--- src/rtl/mtree_feeder.sv ---
// mtree_feeder: streaming front end for the max comparison tree.
// Collects NUM_INPUTS elements (or fewer, closed early by in_last) into one
// packed vector, pads unfilled slots with PAD_VALUE and hands the vector to
// the tree's input register stage over a valid/ready handshake.
// Build option: define MTREE_FEEDER_DBUF_EN for two ping-pong banks, which
// sustain one beat per cycle; the default build uses a single FILL/HOLD bank.
module mtree_feeder #(
    parameter int                  IN_WIDTH   = 32,
    parameter int                  NUM_INPUTS = 8,
    parameter logic [IN_WIDTH-1:0] PAD_VALUE  = '0
) (
    input  logic                                 clk,
    input  logic                                 rst_n,
    input  logic [IN_WIDTH-1:0]                  in_data,
    input  logic                                 in_valid,
    input  logic                                 in_last,
    output logic                                 in_ready,
    output logic [NUM_INPUTS-1:0][IN_WIDTH-1:0]  out_data,
    output logic [$clog2(NUM_INPUTS):0]          out_count,
    output logic                                 out_valid,
    input  logic                                 out_ready
);

    localparam int IDX_W = $clog2(NUM_INPUTS);
    localparam int CNT_W = IDX_W + 1;

    typedef logic [NUM_INPUTS-1:0][IN_WIDTH-1:0] vec_t;

    // Fill position within the current frame (shared by both bank schemes)
    logic [IDX_W-1:0] idx_q;
    // Contents of the bank being filled, and its value after this beat
    vec_t             fill_cur;
    vec_t             fill_d;
    logic             frame_close;
    logic [CNT_W-1:0] count_d;

    assign frame_close = in_last || (idx_q == IDX_W'(NUM_INPUTS - 1));
    assign count_d     = {1'b0, idx_q} + CNT_W'(1);

    // Per-slot next value: the current slot takes the beat, and on a frame
    // close every slot past it is overwritten with the pad value so stale
    // data from an earlier frame never reaches the tree.
    genvar gi;
    generate
        for (gi = 0; gi < NUM_INPUTS; gi++) begin : g_slot
            assign fill_d[gi] = (gi == int'(idx_q))                 ? in_data   :
                                (frame_close && (gi > int'(idx_q))) ? PAD_VALUE :
                                                                      fill_cur[gi];
        end
    endgenerate

`ifdef MTREE_FEEDER_DBUF_EN

    // Two banks: one fills while the other waits on the output.
    vec_t             bank_q [2];
    logic [CNT_W-1:0] cnt_q  [2];
    logic [1:0]       full_q;
    logic             wr_sel_q;
    logic             rd_sel_q;
    logic             beat_acc;
    logic             out_fire;

    assign fill_cur  = bank_q[wr_sel_q];
    assign in_ready  = !full_q[wr_sel_q];
    assign out_valid = full_q[rd_sel_q];
    assign out_data  = bank_q[rd_sel_q];
    assign out_count = cnt_q[rd_sel_q];
    assign beat_acc  = in_valid && in_ready;
    assign out_fire  = out_valid && out_ready;

    // Fill the write bank, close it into the output queue, retire the read
    // bank on handshake. A bank being written is never full and the read
    // bank is full whenever it fires, so both updates touch distinct banks.
    always_ff @(posedge clk or negedge rst_n) begin
        if (!rst_n) begin
            for (int b = 0; b < 2; b++) begin
                bank_q[b] <= {NUM_INPUTS{PAD_VALUE}};
                cnt_q[b]  <= '0;
            end
            full_q   <= '0;
            wr_sel_q <= 1'b0;
            rd_sel_q <= 1'b0;
            idx_q    <= '0;
        end else begin
            if (beat_acc) begin
                bank_q[wr_sel_q] <= fill_d;
                if (frame_close) begin
                    cnt_q[wr_sel_q]  <= count_d;
                    full_q[wr_sel_q] <= 1'b1;
                    wr_sel_q         <= ~wr_sel_q;
                    idx_q            <= '0;
                end else begin
                    idx_q <= idx_q + IDX_W'(1);
                end
            end
            if (out_fire) begin
                full_q[rd_sel_q] <= 1'b0;
                rd_sel_q         <= ~rd_sel_q;
            end
        end
    end

`else

    typedef enum logic {S_FILL, S_HOLD} state_t;

    state_t           state_q;
    vec_t             data_q;
    logic [CNT_W-1:0] count_q;
    logic             in_ready_q;
    logic             out_valid_q;

    assign fill_cur  = data_q;
    assign in_ready  = in_ready_q;
    assign out_valid = out_valid_q;
    assign out_data  = data_q;
    assign out_count = count_q;

    // FILL/HOLD controller with registered handshake outputs.
    always_ff @(posedge clk or negedge rst_n) begin
        if (!rst_n) begin
            state_q     <= S_FILL;
            data_q      <= {NUM_INPUTS{PAD_VALUE}};
            count_q     <= '0;
            idx_q       <= '0;
            in_ready_q  <= 1'b1;
            out_valid_q <= 1'b0;
        end else begin
            case (state_q)
                S_FILL: begin
                    if (in_valid) begin
                        data_q <= fill_d;
                        if (frame_close) begin
                            count_q     <= count_d;
                            idx_q       <= '0;
                            state_q     <= S_HOLD;
                            in_ready_q  <= 1'b0;
                            out_valid_q <= 1'b1;
                        end else begin
                            idx_q <= idx_q + IDX_W'(1);
                        end
                    end
                end
                S_HOLD: begin
                    if (out_ready) begin
                        state_q     <= S_FILL;
                        in_ready_q  <= 1'b1;
                        out_valid_q <= 1'b0;
                    end
                end
                default: begin
                    state_q     <= S_FILL;
                    in_ready_q  <= 1'b1;
                    out_valid_q <= 1'b0;
                end
            endcase
        end
    end

`endif

endmodule

--- config.mk ---
export PLATFORM = sky130hd
export DESIGN_NAME = mtree_feeder
export DESIGN_NICKNAME = d
export VERILOG_FILES = /design/src/rtl/mtree_feeder.sv
export SDC_FILE = /design/constraint.sdc
export NUM_CORES = 1
export LEC_CHECK = 0
export ABC_AREA = 1
export ABC_CLOCK_PERIOD_IN_PS = 2200
export CORE_MARGIN = 3
export CORE_UTILIZATION = 48
export DETAILED_ROUTE_END_ITERATION = 8
export GPL_ROUTABILITY_DRIVEN = 0
export GPL_TIMING_DRIVEN = 0
export PLACE_DENSITY = 0.8
export SLEW_MARGIN = 20
export SYNTH_ARGS = -nofsm -noshare
export SYNTH_HDL_FRONTEND = slang
export SYNTH_SLANG_ARGS = --single-unit
--- constraint.sdc ---
create_clock -name clk -period 2.2 [get_ports clk]
set_input_delay 0.44 -clock clk [delete_from_list [all_inputs] [get_ports clk]]
set_output_delay 0.44 -clock clk [all_outputs]
set_load 0.05 [all_outputs]
# After elaboration in Yosys (flattened, before gate mapping)
# Cells that the tools add are included.
# classes
bitwise_logic	1
n_lt_le_gt_ge	7
eq_ne	11
n_addsub	2
n_reduce_logical	27
n_mux	27
# ops
operator	count
two-way mux 32 bit	14
AND reduction 3 bit	10
nonzero test 2 bit	7
== test 3 bit (first input constant)	4
greater-than comparator 3 bit (first input constant)	4
two-way mux 1 bit	9
logical AND 1 bit	7
== test 2 x 3 -> 1 bit (first input constant)	2
greater-than comparator 2 x 3 -> 1 bit (first input constant)	2
inequality test 2 bit (second input constant)	3
case mux 1 bit (2 select lines)	3
adder 3 x 1 -> 4 bit (second input constant)	1
adder 3 x 1 -> 3 bit (second input constant)	1
== test 1 x 3 -> 1 bit (first input constant)	1
== test 3 bit (second input constant)	1
greater-than comparator 1 x 3 -> 1 bit (first input constant)	1
logical NOT 3 bit	1
two-way mux 3 bit	1
AND reduction 2 bit	1
logical OR 1 bit	1
inverter 1 bit	1
# word_totals
output_inout_bits	262
reg_bits	266
elab_cells	88
inputBits	37

# Longest topological paths before layout
# Gate-level depths: netlist of run 1.
# depth
depth_word	5
ltp_mapped	9
depth_no_buf	7

# Worst setup path after synthesis of run 1
# OpenSTA, ideal clock, no wires.
# synth_timing
kind	register -> register
startpoint	reg idx_q[1]
endpoint	reg data_q, in the netlist out_data[163]
setup_time_ns	0.083
period_less_slack_ns	1.671
stages_incl_launch_ff	9
required_time_ns	2.117
n_path_buf	1
setup_slack_ns	0.529
arrival_ns	1.589
cell_sequence	dfrtp_1 ha_1 ha_1 nor2_4 nand2_1 nand3_2 buf_2 nand2_1 o21ai_0
# synth_via
elab_chain_len	5
word_cells_on_any_way	8
cone_classes	order compare (1); eq/ne (2); mux (1); reduce/logical (4)
# synth_lines
item	line_no	rtl
from (decl)	30	logic [IDX_W-1:0] idx_q;
from (signal assigned)	140	idx_q <= idx_q + IDX_W'(1);
parallel branches: the longest is 5 deep, another holds greater-than comparator 3 bit	--	
to (signal assigned)	123	data_q <= {NUM_INPUTS{PAD_VALUE}};
to (signal assigned)	132	data_q <= fill_d;
to (decl)	108	vec_t data_q;
# Parallel ways; which one is timed is not known.
# A chain may end at the register's enable or synchronous reset.

# Worst setup path in the final report of run 1
# layout_timing
startpoint	reg data_q, in the netlist out_data[218]
endpoint	out out_data[218] in the netlist's numbering
# layout_rtl
item	line_no	rtl
to (decl)	18	output logic [NUM_INPUTS-1:0][IN_WIDTH-1:0] out_data,
# No word-level cell between the ends.

==> flow_metrics.env, run 1 <==
export IMPL_grt_max_degree=85
export IMPL_clk_latency_ps=520
export IMPL_wl_microns=33600
export IMPL_tightest_slew_ps=596
export IMPL_hold_path_class="input pin to async pin"
export IMPL_grt_pass1_vias=9159
export IMPL_clock_sinks=266
export IMPL_relSlewSlack=0.602
export IMPL_synth_adder_area_share=0.00707
export IMPL_fin_tns_setup_ps=0
export IMPL_mostFrequentLayoutCells="nand2_1, clkdlybuf4s50_1, dfrtp_1"
export IMPL_core_region_area_sq_um=21400
export IMPL_startpoint_type="flop"
export IMPL_irDropWorstVdd_v=0.000673
export IMPL_yosysUniqueCellTypes=23
export IMPL_fp_row_count=53
export IMPL_crit_fanout=2
export IMPL_fin_nets=1509
export IMPL_vias=9332
export IMPL_synth_simple_area_share=0.224
export IMPL_track_usage=0.274
export IMPL_layout_commonest_cell="nand2_1"
export IMPL_period_share=0.989
export IMPL_cp_required_ps=1760
export IMPL_ant_nets=0
export IMPL_die_x_microns=155
export IMPL_numPortBuffers=298
export IMPL_critical_path_endpoint_type="output pin"
export IMPL_area_delta_synth_final_pct=40.8
export IMPL_antenna_found_initial=0
export IMPL_synth_seq_cells=266
export IMPL_worstSetupPathType="flop to output pin"
export IMPL_status="finished clean"
export IMPL_die_h_microns=155
export IMPL_synthMuxAreaShare=0
export IMPL_cellLeakagePower_nw=7.44
export IMPL_crit_slowest_cell="clkdlybuf4s50_1"
export IMPL_num_antenna_cells=0
export IMPL_numCtsBuffers=27
export IMPL_r2r_end="out_data[168]$_DFFE_PN0P_"
export IMPL_drive_gt1_frac=0.0809
export IMPL_hold_worst_slack_ps=407
export IMPL_wire_per_inst_microns=19.1
export IMPL_root_buffer="clkbuf_16"
export IMPL_dp_hpwl_microns=25300
export IMPL_drc=0
export IMPL_rsz0062_at_grt="no"
export IMPL_placedCellCount=1711
export IMPL_fmax_mhz=459
export IMPL_period_needed_ps=2180
export IMPL_viasPerCell=5.31
export IMPL_stdcell_count=1759
export IMPL_finalInstanceArea_sq_um=15000
export IMPL_tritoncts="done"
export IMPL_fill_cells=1622
export IMPL_ff2ff_path_depth=8
export IMPL_dpl_cell_area_sq_um=14000
export IMPL_cpPeakStageDelay_ps=830
export IMPL_path_cells="clkdlybuf4s50_1"
export IMPL_synth_top_family_by_area="simple AND/OR/NAND/NOR gates"
export IMPL_grt_pass1_wl_microns=52100
export IMPL_synthesis_area_sq_um=10600
export IMPL_synth_xor_area_frac=0
export IMPL_worstPathArrival_ps=1740
export IMPL_ys_seq_area_frac=0.627
export IMPL_drtPass1Iterations=5
export IMPL_initial_core_util=0.497
export IMPL_cts_htree_levels=1
export IMPL_syn_nets=1178
export IMPL_p_per_area_nw_per_um2=1270
export IMPL_crit_buf_inv=1
export IMPL_cap_violations=0
export IMPL_globalRouteOverflowTotal=0
export IMPL_setup_viol=0
export IMPL_synth_compound_area_frac=0.0799
export IMPL_postCtsSetupBuffers=0
export IMPL_die_area_sq_um=23900
export IMPL_r2r_slack_ps=170
export IMPL_clock_path_buffers=3
export IMPL_syn_inst=1135
export IMPL_r2r_start="idx_q[1]$_DFFE_PN0P_"
export IMPL_drt_initial_drc_count=689
export IMPL_finalClockSkew_ps=11.1
export IMPL_cp_top_family="buffers and inverters"
export IMPL_path_clk_slew_ps=60
export IMPL_slew_viol_final=0
export IMPL_synth_avg_cell_area_sq_um=9.36
export IMPL_yosys_warnings=0
export IMPL_hold_violations=0
export IMPL_ioPinCount=299
## cells in the mapped netlist
| master | count | area (sq um) |
|---|---|---|
| buf_4 | 13 | 97.6 |
| nand2_1 | 334 | 1250 |
| nand3_1 | 165 | 826 |
| o22ai_1 | 2 | 12.5 |
| inv_1 | 69 | 259 |
| nand3_4 | 2 | 35.0 |
| nand2_4 | 1 | 11.3 |
| nor2_4 | 1 | 11.3 |
| buf_1 | 2 | 7.51 |
| o21ai_0 | 125 | 626 |
| o21ai_1 | 42 | 210 |
| buf_6 | 2 | 22.5 |
| nor2_2 | 3 | 18.8 |
| buf_2 | 34 | 170 |
| nand2_2 | 5 | 31.3 |
| inv_2 | 4 | 15.0 |
| ha_1 | 6 | 75.1 |
| dfrtp_1 | 265 | 6630 |
| nor2_8 | 2 | 40.0 |
| nor2_1 | 31 | 116 |
| dfstp_2 | 1 | 26.3 |
| nand3_2 | 4 | 40.0 |
| clkbuf_1 | 22 | 82.6 |
## state kept, by name, summed over array words and instances, names as in the netlist
name       count
state_q        1
idx_q          3
out_valid      1
in_ready       1
out_count      4
out_data     256
## metal layers
layer,global-route usage,vias to the layer above,part of all wire
met5,0,-,0
met4,0.0782,0,0.029
met3,0.0462,58,0.071
met2,0.449,348,0.48
met1,0.379,4596,0.42
li1,-,4330,-
## kinds of logic after synthesis
| group | count (synthesis) |
|---|---|
| compound gates | 169 |
| simple gates | 548 |
| flops | 266 |
| buf+inv | 146 |
| fa+ha+maj | 6 |
## area by class of cell
type | count | area, sq um | share of cell area
buffer | 73 | 387 | 0.0259
clock buffer | 40 | 805 | 0.0538
clock inverter | 7 | 38.8 | 0.00259
inverter | 73 | 274 | 0.0183
multi-input combinational | 723 | 3310 | 0.221
sequential | 266 | 6660 | 0.445
tap | 275 | 344 | 0.0230
timing repair buffer | 302 | 3140 | 0.210
## report_power, final
part / switching (mW) / leakage (nW) / total, mW / internal, mW
logic: 5.61 / 3.42 / 7.96 / 2.35
clock network: 1.87 / 0.424 / 4.38 / 2.51
registers: 0.645 / 3.60 / 6.58 / 5.93
total: 8.12 / 7.44 / 18.9 / 10.8
## timing repair
action	in CTS	in global routing
hold buffers	1	0
hold endpoints to repair	40	0
endpoints found under the setup margin	3	40
resized for setup	3	31
## per-stage QoR
stage | setup WS [ps] | total power, mW | utilization
finish | 23.3 | 18.9 | 0.700
global route | 0.0253 | 19.7 | 0.700
CTS | 6.26 | 19.0 | 0.697
detailed placement | -35.8 | 14.6 | 0.657
global placement | -10430 | 14.5 | 0.653
floorplan | 529 | 11.6 | -
## worst max path at each step
stage,from,endpoint,slack (ps),cells past startpoint
floorplan,idx_q[1]$_DFFE_PN0P_,out_data[163]$_DFFE_PN0P_,530,8
global placement,rst_n,out_data[176]$_DFFE_PN0P_,-10430,1
detailed placement,in_valid,out_data[221]$_DFFE_PN0P_,-40,6
CTS,out_data[235]$_DFFE_PN0P_,out_data[235],6,1
global route,out_data[216]$_DFFE_PN0P_,out_data[216],0.03,1
finish,out_data[218]$_DFFE_PN0P_,out_data[218],20,1
Note: power is estimated with default switching activity, not from simulation.
==> inputs of run 2 (changes only) <==
==> constraint.sdc (replaced) <==
create_clock -name clk -period 2.2 [get_ports clk]
set_input_delay 0.44 -clock clk [delete_from_list [all_inputs] [get_ports clk]]
set_output_delay 0.44 -clock clk [all_outputs]
set_load 0.01 [all_outputs]
==> flow_metrics.env, run 2 (synthesis results as in run 1) <==
export IMPL_slew_viol_final=0
export IMPL_core_region_area_sq_um=21400
export IMPL_cellLeakagePower_nw=7.00
export IMPL_status="finished clean"
export IMPL_ant_nets=0
export IMPL_stdcell_count=1759
export IMPL_die_area_sq_um=23900
export IMPL_setup_viol=0
export IMPL_final_util=0.698
export IMPL_placedCellCount=1711
export IMPL_fin_tns_setup_ps=0
export IMPL_layout_commonest_cell="nand2_1"
export IMPL_wl_microns=33600
export IMPL_fin_ws_ps=167
export IMPL_dp_hpwl_microns=25300
export IMPL_rsz0062_at_grt="no"
export IMPL_irDropWorstVdd_v=0.000588
export IMPL_drc=0
export IMPL_viasPerCell=5.31
export IMPL_finalClockSkew_ps=11.2
export IMPL_grt_max_degree=85
export IMPL_numPortBuffers=298
export IMPL_mostFrequentLayoutCells="nand2_1, clkdlybuf4s50_1, dfrtp_1"
export IMPL_hold_violations=0
export IMPL_cp_required_ps=2630
export IMPL_drt_initial_drc_count=630
export IMPL_relSlewSlack=0.596
export IMPL_clock_sinks=266
export IMPL_crit_fanout=10
export IMPL_fin_nets=1509
export IMPL_startpoint_type="flop"
export IMPL_cap_violations=0
export IMPL_p_per_area_nw_per_um2=1060
export IMPL_num_antenna_cells=0
export IMPL_drive_gt1_frac=0.0809
export IMPL_grt_pass1_wl_microns=52100
export IMPL_tightest_slew_ps=606
export IMPL_tritoncts="done"
export IMPL_hold_worst_slack_ps=409
export IMPL_worstPathArrival_ps=2460
export IMPL_period_share=0.924
export IMPL_largest_register_ffs=256
export IMPL_die_x_microns=155
export IMPL_numCtsBuffers=27
export IMPL_clk_latency_ps=520
export IMPL_pre_cts_ws_ps=-35.8
export IMPL_initial_core_util=0.497
export IMPL_wire_per_inst_microns=19.1
export IMPL_antenna_found_initial=0
export IMPL_critical_path_endpoint_type="flop"
export IMPL_hold_path_class="input pin to async pin"
export IMPL_track_usage=0.274
export IMPL_cts_htree_levels=1
export IMPL_worstSetupPathType="flop to flop"
export IMPL_globalRouteOverflowTotal=0
export IMPL_grt_pass1_vias=9159
export IMPL_clock_path_buffers=3
export IMPL_drtPass1Iterations=5
export IMPL_fmax_mhz=492
export IMPL_die_h_microns=155
export IMPL_vias=9346
export IMPL_path_clk_slew_ps=60
export IMPL_root_buffer="clkbuf_16"
export IMPL_area_delta_synth_final_pct=40.3
export IMPL_ioPinCount=299
export IMPL_period_needed_ps=2030
export IMPL_fp_row_count=53
-- run 2: metrics by stage --
stage | total power [mW] | instance area (sq um)
floorplan | 8.45 | 10600
global placement | 11.3 | 13900
detailed placement | 11.5 | 14000
CTS | 15.9 | 14900
global route | 16.5 | 14900
finish | 15.8 | 14900
-- run 2: timing repair --
action | CTS | global route
setup endpoints to repair | 0 | 14
hold buffers | 1 | 0
setup buffers | 0 | 0
gates resized for setup | 0 | 5
endpoints found under the hold margin | 40 | 0
-- run 2: where the power goes --
part	switching [mW]	leakage, nW	internal [mW]
Clock	1.86	0.424	2.51
Combinational	2.42	2.98	2.39
Sequential	0.652	3.60	5.93
Total	4.94	7.00	10.8
-- run 2: layout make-up --
cell class / count / area (sq um)
Sequential cell: 266 / 6660
Buffer: 73 / 387
Inverter: 73 / 274
Fill cell: 1634 / 6460
Clock inverter: 7 / 38.8
Timing Repair Buffer: 302 / 3080
Multi-Input combinational cell: 723 / 3310
Tap cell: 275 / 344
Clock buffer: 40 / 805
-- run 2: final timing paths --
kind,startpoint,end,slack [ps],cells past startpoint
max in group asynchronous,rst_n,out_data[241]$_DFFE_PN0P_,750,4
worst min register to register,in_ready$_DFFE_PN1P_,in_ready$_DFFE_PN1P_,470,2
worst min-delay path,rst_n,out_data[196]$_DFFE_PN0P_,410,2
worst max-delay path,idx_q[1]$_DFFE_PN0P_,out_data[168]$_DFFE_PN0P_,170,8
worst max register to register,idx_q[1]$_DFFE_PN0P_,out_data[168]$_DFFE_PN0P_,170,8
min in group clk,in_ready$_DFFE_PN1P_,in_ready$_DFFE_PN1P_,470,2
-- run 2: worst max-delay path, stage by stage, from the launching register on --
cell and delay (ps):
dfrtp_2 480, ha_1 240, ha_1 250, nor2_4 200, nand2_1 90, nand3_2 220, clkbuf_4 280, nand2_1 90
o21ai_0 90
-- run 2: layer usage --
metal  wire length, microns  GRT usage  up-vias
met5                      0          0        -
met4                    982     0.0782        0
met3                   2360     0.0462       56
met2                  16100      0.449      377
met1                  14200      0.379     4581
li1                       -          -     4332
